`config.mk`:
```
export PLATFORM = sky130hd
export DESIGN_NAME = rosetta_fetch_unit_flat
export DESIGN_NICKNAME = d
export VERILOG_FILES = /design/src/rtl/rosetta_fetch_unit_pkg.sv /design/src/rtl/rosetta_fetch_unit_if.sv /design/src/rtl/rosetta_bubble_cnt.sv /design/src/rtl/rosetta_fetch_unit.sv /design/src/flat_wrapper.sv
export SDC_FILE = /design/constraint.sdc
export NUM_CORES = 1
export LEC_CHECK = 0
export BUFFER_PORTS_ARGS = -buffer_cell sky130_fd_sc_hd__buf_2
export CAP_MARGIN = 15
export CORE_AREA = 2 2 102 55
export DETAILED_ROUTE_END_ITERATION = 8
export DIE_AREA = 0 0 104 57
export PLACE_DENSITY_LB_ADDON = 0.3
export SLEW_MARGIN = 10
export SYNTH_ARGS = -nofsm -noshare
export SYNTH_HDL_FRONTEND = slang
export SYNTH_HIERARCHICAL = 1
export SYNTH_SLANG_ARGS = --single-unit
```
`constraint.sdc`:
```
create_clock -name clk -period 2 [get_ports clk]
set_clock_uncertainty 0.1 [all_clocks]
set_input_delay 0.4 -clock clk [delete_from_list [all_inputs] [get_ports clk]]
set_output_delay 0.4 -clock clk [all_outputs]
set_load 0.05 [all_outputs]
```
`src/rtl/rosetta_fetch_unit_pkg.sv`:
```
// Shared definitions for the rosetta fetch/sequencing stage: sizes, state encoding
// and instruction field positions used by the core controller.
package rosetta_fetch_unit_pkg;

    localparam int INST_W   = 28;
    localparam int ADDR_W   = 10;
    localparam int NOP_LONG = 3;
    localparam int CNT_W    = 2;

    localparam int NOPS_BIT   = 1;
    localparam int LAST_BIT   = 2;
    localparam int FP_IN1_LSB = 3;
    localparam int FP_IN1_MSB = 4;
    localparam int FP_IN0_LSB = 5;
    localparam int FP_IN0_MSB = 6;
    localparam int FP_OUT_LSB = 7;
    localparam int FP_OUT_MSB = 8;
    localparam int INV_BIT    = 11;
    localparam int ACC_BIT    = 12;
    localparam int ACT_BIT    = 13;
    localparam int OP_BIT     = 15;

    typedef enum logic [2:0] {
        ST_IDLE   = 3'd0,
        ST_FETCH  = 3'd1,
        ST_EXEC   = 3'd2,
        ST_BUBBLE = 3'd3,
        ST_DONE   = 3'd4
    } state_t;

    // Counter preload for the long bubble; the zero cycle is the last bubble cycle.
    localparam logic [CNT_W-1:0] BUBBLE_LONG_LOAD = CNT_W'(NOP_LONG - 1);

    function automatic logic [ADDR_W-1:0] next_pc(input logic [ADDR_W-1:0] cur_pc);
        return cur_pc + 1'b1;
    endfunction

endpackage

```
`src/rtl/rosetta_fetch_unit_if.sv`:
```
// Bundle of the fetch unit's program-control, instruction-memory and controller signals.
// Handshake: a read issued with im_ren=1 at address im_addr returns im_rdata the following
// cycle; done_wen is a one-cycle completion strobe honoured only while nop=0.
interface rosetta_fetch_unit_if;
    import rosetta_fetch_unit_pkg::*;

    logic              start;
    logic [ADDR_W-1:0] start_pc;
    logic              im_ren;
    logic [ADDR_W-1:0] im_addr;
    logic [INST_W-1:0] im_rdata;
    logic              done_wen;
    logic              stall_fetch;
    logic              nops_encod;
    logic              last_inst;
    logic [INST_W-1:0] inst;
    logic              nop;
    logic              stall_done;
    logic              all_done;
    logic [ADDR_W-1:0] pc;

    modport master (
        input  start, start_pc, im_rdata, done_wen, stall_fetch, nops_encod, last_inst,
        output im_ren, im_addr, inst, nop, stall_done, all_done, pc
    );

    modport slave (
        output start, start_pc, im_rdata, done_wen, stall_fetch, nops_encod, last_inst,
        input  im_ren, im_addr, inst, nop, stall_done, all_done, pc
    );

endinterface

```
`src/rtl/rosetta_bubble_cnt.sv`:
```
// Down-counter timing the NOP bubble after each retired instruction.
// Loads on retire, decrements while counting, saturates at zero.
module rosetta_bubble_cnt
    import rosetta_fetch_unit_pkg::*;
(
    input  logic             clk,
    input  logic             rst,
    input  logic             load_i,
    input  logic [CNT_W-1:0] load_val_i,
    input  logic             dec_i,
    output logic             zero_o
);

    logic [CNT_W-1:0] cnt_q;
    logic [CNT_W-1:0] cnt_d;

    always_comb begin
        cnt_d = cnt_q;
        if (load_i) begin
            cnt_d = load_val_i;
        end else if (dec_i && (cnt_q != '0)) begin
            cnt_d = cnt_q - 1'b1;
        end
    end

    always_ff @(posedge clk) begin
        if (rst) begin
            cnt_q <= '0;
        end else begin
            cnt_q <= cnt_d;
        end
    end

    assign zero_o = (cnt_q == '0);

endmodule

```
`src/rtl/rosetta_fetch_unit.sv`:
```
// Instruction fetch and sequencing stage: fetches, holds the instruction during
// execution, then runs the NOP bubble before advancing or finishing the program.
module rosetta_fetch_unit
    import rosetta_fetch_unit_pkg::*;
(
    input  logic                  clk,
    input  logic                  rst,
    rosetta_fetch_unit_if.master  bus,
    output state_t                state_dbg_o
);

    state_t            state_q, state_d;
    logic [ADDR_W-1:0] pc_q, pc_d;
    logic [ADDR_W-1:0] im_addr_q, im_addr_d;
    logic              im_ren_q, im_ren_d;
    logic [INST_W-1:0] inst_q, inst_d;
    logic              last_q, last_d;

    logic              cnt_load;
    logic [CNT_W-1:0]  cnt_load_val;
    logic              cnt_zero;

    rosetta_bubble_cnt u_bubble_cnt (
        .clk        (clk),
        .rst        (rst),
        .load_i     (cnt_load),
        .load_val_i (cnt_load_val),
        .dec_i      (state_q == ST_BUBBLE),
        .zero_o     (cnt_zero)
    );

    always_comb begin
        state_d      = state_q;
        pc_d         = pc_q;
        im_addr_d    = im_addr_q;
        im_ren_d     = 1'b0;
        inst_d       = inst_q;
        last_d       = last_q;
        cnt_load     = 1'b0;
        cnt_load_val = bus.nops_encod ? BUBBLE_LONG_LOAD : '0;

        case (state_q)
            ST_IDLE, ST_DONE: begin
                if (bus.start) begin
                    pc_d      = bus.start_pc;
                    im_addr_d = bus.start_pc;
                    im_ren_d  = 1'b1;
                    state_d   = ST_FETCH;
                end
            end
            // While im_ren_q is high the read is being issued; data lands one cycle later.
            ST_FETCH: begin
                if (!im_ren_q) begin
                    inst_d  = bus.im_rdata;
                    state_d = ST_EXEC;
                end
            end
            ST_EXEC: begin
                if (bus.done_wen) begin
                    last_d   = bus.last_inst;
                    cnt_load = 1'b1;
                    state_d  = ST_BUBBLE;
                end
            end
            ST_BUBBLE: begin
                if (cnt_zero && !bus.stall_fetch) begin
                    if (last_q) begin
                        state_d = ST_DONE;
                    end else begin
                        pc_d      = next_pc(pc_q);
                        im_addr_d = next_pc(pc_q);
                        im_ren_d  = 1'b1;
                        state_d   = ST_FETCH;
                    end
                end
            end
            default: begin
                state_d = ST_IDLE;
            end
        endcase
    end

    always_ff @(posedge clk) begin
        if (rst) begin
            state_q   <= ST_IDLE;
            pc_q      <= '0;
            im_addr_q <= '0;
            im_ren_q  <= 1'b0;
            inst_q    <= '0;
            last_q    <= 1'b0;
        end else begin
            state_q   <= state_d;
            pc_q      <= pc_d;
            im_addr_q <= im_addr_d;
            im_ren_q  <= im_ren_d;
            inst_q    <= inst_d;
            last_q    <= last_d;
        end
    end

    assign bus.im_ren     = im_ren_q;
    assign bus.im_addr    = im_addr_q;
    assign bus.inst       = inst_q;
    assign bus.pc         = pc_q;
    assign bus.nop        = (state_q != ST_EXEC);
    assign bus.stall_done = (state_q == ST_BUBBLE) && cnt_zero;
    assign bus.all_done   = (state_q == ST_DONE);
    assign state_dbg_o    = state_q;

endmodule

```
`src/flat_wrapper.sv`:
```
// flat-port wrapper written by rule: the top's interface ports become plain ports
module rosetta_fetch_unit_flat import rosetta_fetch_unit_pkg::*;
  (clk, rst, state_dbg_o, bus_start, bus_start_pc, bus_im_rdata, bus_done_wen, bus_stall_fetch, bus_nops_encod, bus_last_inst, bus_im_ren, bus_im_addr, bus_inst, bus_nop, bus_stall_done, bus_all_done, bus_pc);
  rosetta_fetch_unit_if bus_i ();
  input  logic clk;
  input  logic rst;
  output state_t state_dbg_o;
  input wire logic [$bits(bus_i.start)-1:0] bus_start;
  input wire logic [$bits(bus_i.start_pc)-1:0] bus_start_pc;
  input wire logic [$bits(bus_i.im_rdata)-1:0] bus_im_rdata;
  input wire logic [$bits(bus_i.done_wen)-1:0] bus_done_wen;
  input wire logic [$bits(bus_i.stall_fetch)-1:0] bus_stall_fetch;
  input wire logic [$bits(bus_i.nops_encod)-1:0] bus_nops_encod;
  input wire logic [$bits(bus_i.last_inst)-1:0] bus_last_inst;
  output wire logic [$bits(bus_i.im_ren)-1:0] bus_im_ren;
  output wire logic [$bits(bus_i.im_addr)-1:0] bus_im_addr;
  output wire logic [$bits(bus_i.inst)-1:0] bus_inst;
  output wire logic [$bits(bus_i.nop)-1:0] bus_nop;
  output wire logic [$bits(bus_i.stall_done)-1:0] bus_stall_done;
  output wire logic [$bits(bus_i.all_done)-1:0] bus_all_done;
  output wire logic [$bits(bus_i.pc)-1:0] bus_pc;
  assign bus_i.start = bus_start;
  assign bus_i.start_pc = bus_start_pc;
  assign bus_i.im_rdata = bus_im_rdata;
  assign bus_i.done_wen = bus_done_wen;
  assign bus_i.stall_fetch = bus_stall_fetch;
  assign bus_i.nops_encod = bus_nops_encod;
  assign bus_i.last_inst = bus_last_inst;
  assign bus_im_ren = bus_i.im_ren;
  assign bus_im_addr = bus_i.im_addr;
  assign bus_inst = bus_i.inst;
  assign bus_nop = bus_i.nop;
  assign bus_stall_done = bus_i.stall_done;
  assign bus_all_done = bus_i.all_done;
  assign bus_pc = bus_i.pc;
  rosetta_fetch_unit u_core (.clk(clk), .rst(rst), .bus(bus_i), .state_dbg_o(state_dbg_o));
endmodule
```
=== After elaboration in Yosys (flattened, before gate mapping) ===
Index checks and enable logic that the tools add are counted.
W data, S select, Z words.

* Equality and inequality tests: 10
* Bitwise gates (word level): 1
* Muxes and demuxes: 19
* $add $sub $neg: 2
* Reductions and logical operators: 14

{| class="wikitable"
|+ Operators by type and width
! kind !! number
|-
| $mux W10 || 3
|-
| $pmux W10 S2 || 1
|-
| $mux W3 || 5
|-
| $pmux W3 S4 || 1
|-
| $add A10 B1 Y10 const B || 1
|-
| $ne A2 B2 Y1 const B || 4
|-
| $reduce_and A4 Y1 || 2
|-
| $eq A3 B2 Y1 const B || 2
|-
| $mux W2 || 3
|-
| $reduce_bool A2 Y1 || 3
|-
| $mux W1 || 5
|-
| $reduce_and A2 Y1 || 2
|-
| $eq A3 B1 Y1 const B || 1
|-
| $eq A3 B3 Y1 const B || 1
|-
| $logic_and A1 B1 Y1 || 3
|-
| $logic_not A3 Y1 || 1
|-
| $ne A3 B2 Y1 const B || 1
|-
| $logic_not A2 Y1 || 1
|-
| $ne A2 B1 Y1 const B || 1
|-
| $pmux W1 S2 || 1
|-
| $reduce_or A2 Y1 || 1
|-
| $sub A2 B1 Y2 const B || 1
|-
| $logic_not A1 Y1 || 1
|-
| $not A1 Y1 || 1
|}

* Bits of input ports: 45
* Output and inout port bits: 55
* Register bits after elaboration: 45
* Logic and storage cells: 52

=== Longest topological paths before layout ===
Gate-level depths: netlist (run 1).

* Depth after elaboration: 4
* Depth in mapped cells: 8
* Mapped depth without buffers: 7

=== By module ===
The synthesis (run 1) kept the hierarchy.

{| class="wikitable"
|+ By module, submodules not included
! module !! times used !! sequential area each (sq um) !! cells an instance !! area each (sq um)
|-
| rosetta_fetch_unit || 1 || 860.8 || 250 || 2038.2
|-
| rosetta_bubble_cnt || 1 || 40.0 || 14 || 126.4
|}

=== Worst setup path before layout (run 1) ===
OpenSTA, ideal clock, no wires.

* Path kind: register to output
* From: reg u_core.state_q[1], in the netlist u_core/state_dbg_o[1]
* To: out bus_stall_done
* Arrival time: 1.496 ns
* Stages on the path, launching flop included: 5
* Data required time: 1.500 ns
* Slack: 0.004 ns
* Path buffers: 1
* Path through: dfxtp_1 > buf_6 > nand3b_4 > inv_2 > and2_1

* Word-level cells in the longest chain between the ends: 2

{| class="wikitable"
|+ RTL lines
! item !! RTL line !! RTL
|-
| from (decl) || rosetta_fetch_unit.sv:12 || <nowiki>state_t state_q, state_d;</nowiki>
|-
| from (signal assigned) || rosetta_fetch_unit.sv:92 || <nowiki>state_q <= state_d;</nowiki>
|-
| $eq A3 B2 Y1 || rosetta_fetch_unit.sv:106 || <nowiki>assign bus.stall_done = (state_q == ST_BUBBLE) && cnt_zero;</nowiki>
|-
| $logic_and A1 B1 Y1 || rosetta_fetch_unit.sv:106 ||
|-
| to (decl) || flat_wrapper.sv:19 || <nowiki>output wire logic [$bits(bus_i.stall_done)-1:0] bus_stall_done;</nowiki>
|}

Every way passes these cells.

=== Final worst setup path (run 1) ===
* From: reg u_core.u_bubble_cnt.cnt_q[0]
* To: reg u_core.im_addr_q[6], in the netlist u_core/bus.im_addr[6]

* Word-level cells in the longest chain between the ends: 4

{| class="wikitable"
|+ RTL lines
! item !! RTL line !! RTL
|-
| from (decl) || rosetta_bubble_cnt.sv:14 || <nowiki>logic [CNT_W-1:0] cnt_q;</nowiki>
|-
| from (signal assigned) || rosetta_bubble_cnt.sv:30 || <nowiki>cnt_q <= cnt_d;</nowiki>
|-
| $logic_not A2 Y1 || rosetta_bubble_cnt.sv:34 || <nowiki>assign zero_o = (cnt_q == '0);</nowiki>
|-
| net u_core.cnt_zero || rosetta_fetch_unit.sv:21 || <nowiki>logic cnt_zero;</nowiki>
|-
| $logic_and A1 B1 Y1 || rosetta_fetch_unit.sv:66 || <nowiki>if (cnt_zero && !bus.stall_fetch) begin</nowiki>
|-
| $ne A2 B1 Y1 (no source line) || n/a ||
|-
| $reduce_and A4 Y1 (no source line) || n/a ||
|-
| to (signal assigned) || rosetta_fetch_unit.sv:94 || <nowiki>im_addr_q <= im_addr_d;</nowiki>
|-
| to (decl) || rosetta_fetch_unit.sv:14 || <nowiki>logic [ADDR_W-1:0] im_addr_q, im_addr_d;</nowiki>
|}

The timed path passes the listed nets, and every way through them passes these cells.
A chain may end at the register's enable or synchronous reset.

==> results of run 1 <==
[sequential cells by signal (all words and copies together), names as in the netlist]
| name | count |
|---|---|
| u_core/u_bubble_cnt/cnt_q | 2 |
| u_core/bus.inst | 28 |
| u_core/last_q | 1 |
| u_core/state_dbg_o | 3 |
| u_core/bus.im_addr | 10 |
| u_core/bus.im_ren | 1 |
[area by class of cell]
type / instances / area, µm² / share of cell area
Tap cell: 73 / 91.3 / 0.0337
Sequential cell: 45 / 905 / 0.333
Inverter: 10 / 37.5 / 0.0138
Timing Repair Buffer: 105 / 553 / 0.204
Clock buffer: 7 / 86.3 / 0.0318
Multi-Input combinational cell: 184 / 1040 / 0.384
[layout by cell type (no fill, tap or decap), types with 5 or more instances in the layout]
| cell | n |
|---|---|
| a21oi_1 | 34 |
| and2_1 | 8 |
| buf_2 | 99 |
| buf_4 | 5 |
| clkbuf_8 | 6 |
| dfxtp_1 | 42 |
| inv_1 | 8 |
| nand2_1 | 66 |
| nor2_1 | 7 |
| o21ai_0 | 9 |
[power groups by stage]
| stage | Sequential [mW] | Combinational, mW | Clock, mW |
|---|---|---|---|
| after floorplan | 1.38 | 0.484 | 0 |
| after global placement | 1.09 | 0.947 | 0 |
| after detailed placement | 1.09 | 0.955 | 0 |
| after CTS | 1.08 | 0.957 | 0.576 |
| after global routing | 1.09 | 1.02 | 0.613 |
| final | 1.08 | 0.955 | 0.548 |
[routing by layer]
metal  vias up  track usage  wire, µm
li1       1062            -         -
met1       941        0.261      2760
met2        70        0.291      2230
met3         2       0.0480       388
met4         0       0.0290        24
met5         -            0         0
[worst min-delay path by stage]
| stage | startpoint | to | slack [ns] |
|---|---|---|---|
| finish | bus_im_rdata[4] | u_core/bus.inst[4]$_SDFFE_PP0P_ | 0.25 |
| global route | bus_im_rdata[4] | u_core/bus.inst[4]$_SDFFE_PP0P_ | 0.24 |
| CTS | bus_im_rdata[19] | u_core/bus.inst[19]$_SDFFE_PP0P_ | 0.24 |
| detailed placement | u_core/bus.inst[3]$_SDFFE_PP0P_ | u_core/bus.inst[3]$_SDFFE_PP0P_ | 0.35 |
| global placement | u_core/bus.inst[12]$_SDFFE_PP0P_ | u_core/bus.inst[12]$_SDFFE_PP0P_ | 0.34 |
| floorplan | rst | u_core/u_bubble_cnt/cnt_q[0]$_SDFFE_PP0P_ | 0.36 |
[through the flow]
stage               cell area (µm²)  hold WS [ns]  power, mW
global placement               2620         0.339       2.03
detailed placement             2620         0.346       2.05
CTS                            2710         0.237       2.61
global route                   2710         0.240       2.72
finish                         2710         0.249       2.58
floorplan                      2160         0.365       1.86
[kinds of logic (layout without fill, tap and decap cells)]
| kind of cell | after synthesis | in the layout | synth area share |
|---|---|---|---|
| multiplexers | 1 | 1 | 0.00462 |
| flip-flops | 45 | 45 | 0.416 |
| buffers and inverters | 35 | 122 | 0.105 |
| other | 1 | 1 | 0.00173 |
| AND/OR/NAND/NOR | 113 | 113 | 0.260 |
| AO/OA/AOI/OAI | 66 | 66 | 0.198 |
| adder cells (fa/ha/maj) | 2 | 2 | 0.0116 |
| XOR/XNOR | 1 | 1 | 0.00405 |
[worst reg2reg max path: cells and delay by family (launching register included)]
kind                       cells  cell delay [ns]
DFF                            1             0.35
buffers and inverters          2             0.09
AOI/OAI and AO/OA              2             0.56
and+or+nand+nor                2             0.40
adders and majority gates      1             0.24
==> flow_summary.yaml, run 1 <==
worst_setup_path:
  r2r_slack_ns: 0.15
  path_depth: 7
  cp-startpoint: "u_core/u_bubble_cnt/cnt_q[0]$_SDFFE_PP0P_"
  crit_required_ns: 2.08
  critPathTopFamily: "compound AO/OA/AOI/OAI gates"
  cp_slowest_stage_delay_ns: 0.36
  critical_path_buf_inv_count: 2
  rr_worst_depth: 7
  critical_path_class: "reg2reg"
  r2r-end: "u_core/bus.im_addr[6]$_SDFFE_PP0P_"
  crit_path_start_kind: "flop"
  slowest_stage: "a32o_2"
  crit_end: "u_core/bus.im_addr[6]$_SDFFE_PP0P_"
  cp-end-kind: "flop"
  cp_max_fo: 10
  crit-reg2reg-launch: "u_core/u_bubble_cnt/cnt_q[0]$_SDFFE_PP0P_"
  cp_data_arrival_time_ns: 1.93
  crit_chain: "inv_1, ha_1, and2b_2, a32o_2, nand2_2, inv_2, a32o_1"
yosys:
  synth_area_leaders: "dfxtp_1 (42%), nand2_1 (11%), a21oi_1 (7.9%)"
  syn_inst: 264
  synth_edf_count: 0
  ys.flop_type: "dfxtp_1"
  netlist_area_um2: 2160
  synth.most_common_cell: "nand2_1"
  synth.ff_latch_count: 45
  syn-mean-instance-area_um2: 8.20
  yosys.area.top_type_share: 0.416
  synth_seq_area_share: 0.416
  synth_nets: 311
  synth_largest_area_cell: "dfxtp_1"
  synth.distinct_cells: 47
  synth-async-reset-ratio: 0
  yosys_warnings: 6
  netlist_top_cells_count: "nand2_1 (66), dfxtp_1 (45), a21oi_1 (34)"
clocking:
  clk_latency_ns: 0.28
  cts_tree: "yes"
  htreeDepth: 2
  cts_root_buffer: "clkbuf_8"
  postCtsSetupRepairBufs: 0
  cts_hold_buffers: 0
  path_clk_slew_ns: 0.08
  numCtsBuffers: 5
  cts_resized: 3
  clock-sinks: 45
  cts_buffer_depth: 2
outcome:
  status: "complete, no violations"
global_routing:
  grt_overflow: 0
  track_usage: 0.184
  grt_max_degree: 33
  antenna_found_initial: 0
  grt_pass1_wl_um: 9050
  grt_pass1_vias: 1948
min_path:
  min_path_type: "in2reg"
  holdPathStages: 3
routing:
  dr.pass1.iters: 4
  drt_wl_total_um: 5410
  vias: 2075
  drt_iter0_markers: 64
  post-route-drc-count: 0
  drtAntennaViolNets: 0
  routedWlPerCell_um: 12.8
  viasPerCell: 4.89
placed_design:
  hpwl_um: 4080
  routabilityCongestion: 0.813
  pre_cts_ws_ns: 0.108
  numPortBuffers: 99
  placed_cells: 417
power_and_ir_drop:
  ir_drop_mv: 0.352
  power_frac_seq: 0.417
  sw_frac_of_total: 0.408
  leakagePower_nw: 1.26
  cellPowerDensity_nw_per_um2: 950
  clock_power_share: 0.212
  p_sw_mw: 1.05
  pwr-share-comb: 0.370
  p_int_mw: 1.53
floorplanning:
  num_rows: 19
  initial_core_util: 0.422
  dieWidth_um: 104
  core_region_area_um2: 5130
  die_area_um2: 5930
  die_y_um: 57
  num_io_pins: 100
run:
  cap_violations: 0
sta:
  hold_viol_final: 0
  rsz0062_at_grt: "no"
  max-slew-margin-rel: 0.657
  finalCritPeriodShare: 0.923
  slew_viol_final: 0
  fmax_ghz: 0.542
  setup_viol: 0
  tns_ns: 0
  period_minus_slack_ns: 1.85
  setup_ws_ns: 0.154
  worstMarginPinSlew_ns: 0.512
cells_and_area:
  nNetsFinal: 398
  finalNonFillerCells: 424
  insertedDiodeCount: 0
  area_delta_synth_final_pct: 25.4
  utilization: 0.529
  num-fill-cells: 514
  drive_above_1_share: 0.370
Note: power is estimated with default switching activity, not from simulation.
==> inputs of run 2 (changes only) <==
Settings changed: PLACE_DENSITY from default to 0.83, PLACE_DENSITY_LB_ADDON 0.3 to default.
==> flow_summary.yaml, run 2 (synthesis results as in run 1) <==
sta:
  setup_viol: 0
  period_minus_slack_ns: 1.86
  setup_ws_ns: 0.144
  tns_ns: 0
  holdWs_ns: 0.242
  worstMarginPinSlew_ns: 0.525
  max-slew-margin-rel: 0.649
  slew_viol_final: 0
  fmax_ghz: 0.539
  rsz0062_at_grt: "no"
  hold_viol_final: 0
  finalCritPeriodShare: 0.928
routing:
  drtAntennaViolNets: 0
  routedWlPerCell_um: 13.1
  post-route-drc-count: 0
  vias: 2109
  dr.pass1.iters: 4
  drt_iter0_markers: 83
  drt_wl_total_um: 5540
  viasPerCell: 4.97
placed_design:
  pre_cts_ws_ns: 0.0762
  routabilityCongestion: 0.896
  hpwl_um: 4100
  placed_cells: 417
  numPortBuffers: 99
  placed_cell_area_um2: 2620
clocking:
  cts_buffer_depth: 2
  numCtsBuffers: 5
  cts_root_buffer: "clkbuf_8"
  path_clk_slew_ns: 0.08
  clock-sinks: 45
  clk_latency_ns: 0.29
  cts_tree: "yes"
  htreeDepth: 2
  cts_hold_buffers: 0
cells_and_area:
  stdcell_area_um2: 2730
  area_delta_synth_final_pct: 26.2
  insertedDiodeCount: 0
  largest_reg_flops: 28
  nNetsFinal: 398
  layout_commonest_cell: "buf_2"
  drive_above_1_share: 0.373
  finalNonFillerCells: 424
  mostFrequentLayoutCells: "buf_2 (99), nand2_1 (66), dfxtp_1 (42)"
global_routing:
  grt_pass1_wl_um: 9060
  grt_max_degree: 29
  antenna_found_initial: 0
  grt_pass1_vias: 1985
  grt_overflow: 0
  track_usage: 0.186
worst_setup_path:
  r2r_slack_ns: 0.14
  rr_worst_depth: 7
  crit_path_start_kind: "flop"
  crit_chain: "inv_1, ha_1, and2b_2, a32o_2, nand2_2, inv_2, a32o_1"
  critical_path_class: "reg2reg"
  cp_slowest_stage_delay_ns: 0.36
  cp-startpoint: "u_core/u_bubble_cnt/cnt_q[0]$_SDFFE_PP0P_"
  r2r-end: "u_core/bus.im_addr[6]$_SDFFE_PP0P_"
  slowest_stage: "a32o_2"
  cp_data_arrival_time_ns: 1.94
  crit-reg2reg-launch: "u_core/u_bubble_cnt/cnt_q[0]$_SDFFE_PP0P_"
  crit_required_ns: 2.08
  cp-end-kind: "flop"
  cp_max_fo: 10
floorplanning:
  num_rows: 19
  die_y_um: 57
  dieWidth_um: 104
  num_io_pins: 100
  core_region_area_um2: 5130
  die_area_um2: 5930
  initial_core_util: 0.422
power_and_ir_drop:
  ir_drop_mv: 0.439
  cellPowerDensity_nw_per_um2: 984
  leakagePower_nw: 1.27
outcome:
  status: "complete, no violations"
min_path:
  min_to: "u_core/bus.inst[26]$_SDFFE_PP0P_"
  holdPathStages: 3
  hp-start: "bus_im_rdata[26]"
  min_path_type: "in2reg"
run:
  cap_violations: 0
-- run 2: timing repair --
item                                    CTS  global route
resized for setup                         2             3
endpoints found under the setup margin    1             7
setup buffers                             0             0
-- run 2: layout make-up --
type                       instances  area [µm²]
clock buffer                       5        68.8
clock inverter                     2        35.0
fill                             510        2400
inverter                          10        37.5
multi-input combinational        184        1040
sequential                        45         905
tap                               73        91.3
timing repair buffer             105         553
-- run 2: critical path: cells and delay by family, from the launching register on --
family	cells	cell delay, ns
and+or+nand+nor	2	0.40
DFF	1	0.35
buffers and inverters	2	0.09
AOI/OAI and AO/OA	2	0.56
adders and majority gates	1	0.25
-- run 2: worst max path at each step --
stage | endpoint | slack (ns) | depth (start not counted)
floorplan | bus_stall_done | 0.004 | 4
global placement | u_core/bus.im_addr[6]$_SDFFE_PP0P_ | 0.16 | 7
detailed placement | u_core/bus.im_addr[6]$_SDFFE_PP0P_ | 0.08 | 7
CTS | bus_stall_done | 0.006 | 4
global route | u_core/bus.im_addr[6]$_SDFFE_PP0P_ | 0.07 | 7
finish | u_core/bus.im_addr[6]$_SDFFE_PP0P_ | 0.14 | 7
-- run 2: stage by stage --
step	utilization	total power, mW
global route	0.532	2.82
global placement	0.510	2.03
floorplan	-	1.86
CTS	0.531	2.71
detailed placement	0.510	2.05
finish	0.532	2.69
-- run 2: layer usage --
layer / vias up / routed length [µm] / global-route usage
li1: 1066 / - / -
met1: 969 / 2660 / 0.254
met2: 72 / 2430 / 0.293
met3: 2 / 415 / 0.0594
met4: 0 / 24 / 0.0405
met5: - / 0 / 0
-- run 2: where the power goes --
group,internal [mW],switching [mW]
Sequential,0.990,0.0879
Clock,0.363,0.287
Combinational,0.263,0.697
Total,1.62,1.07
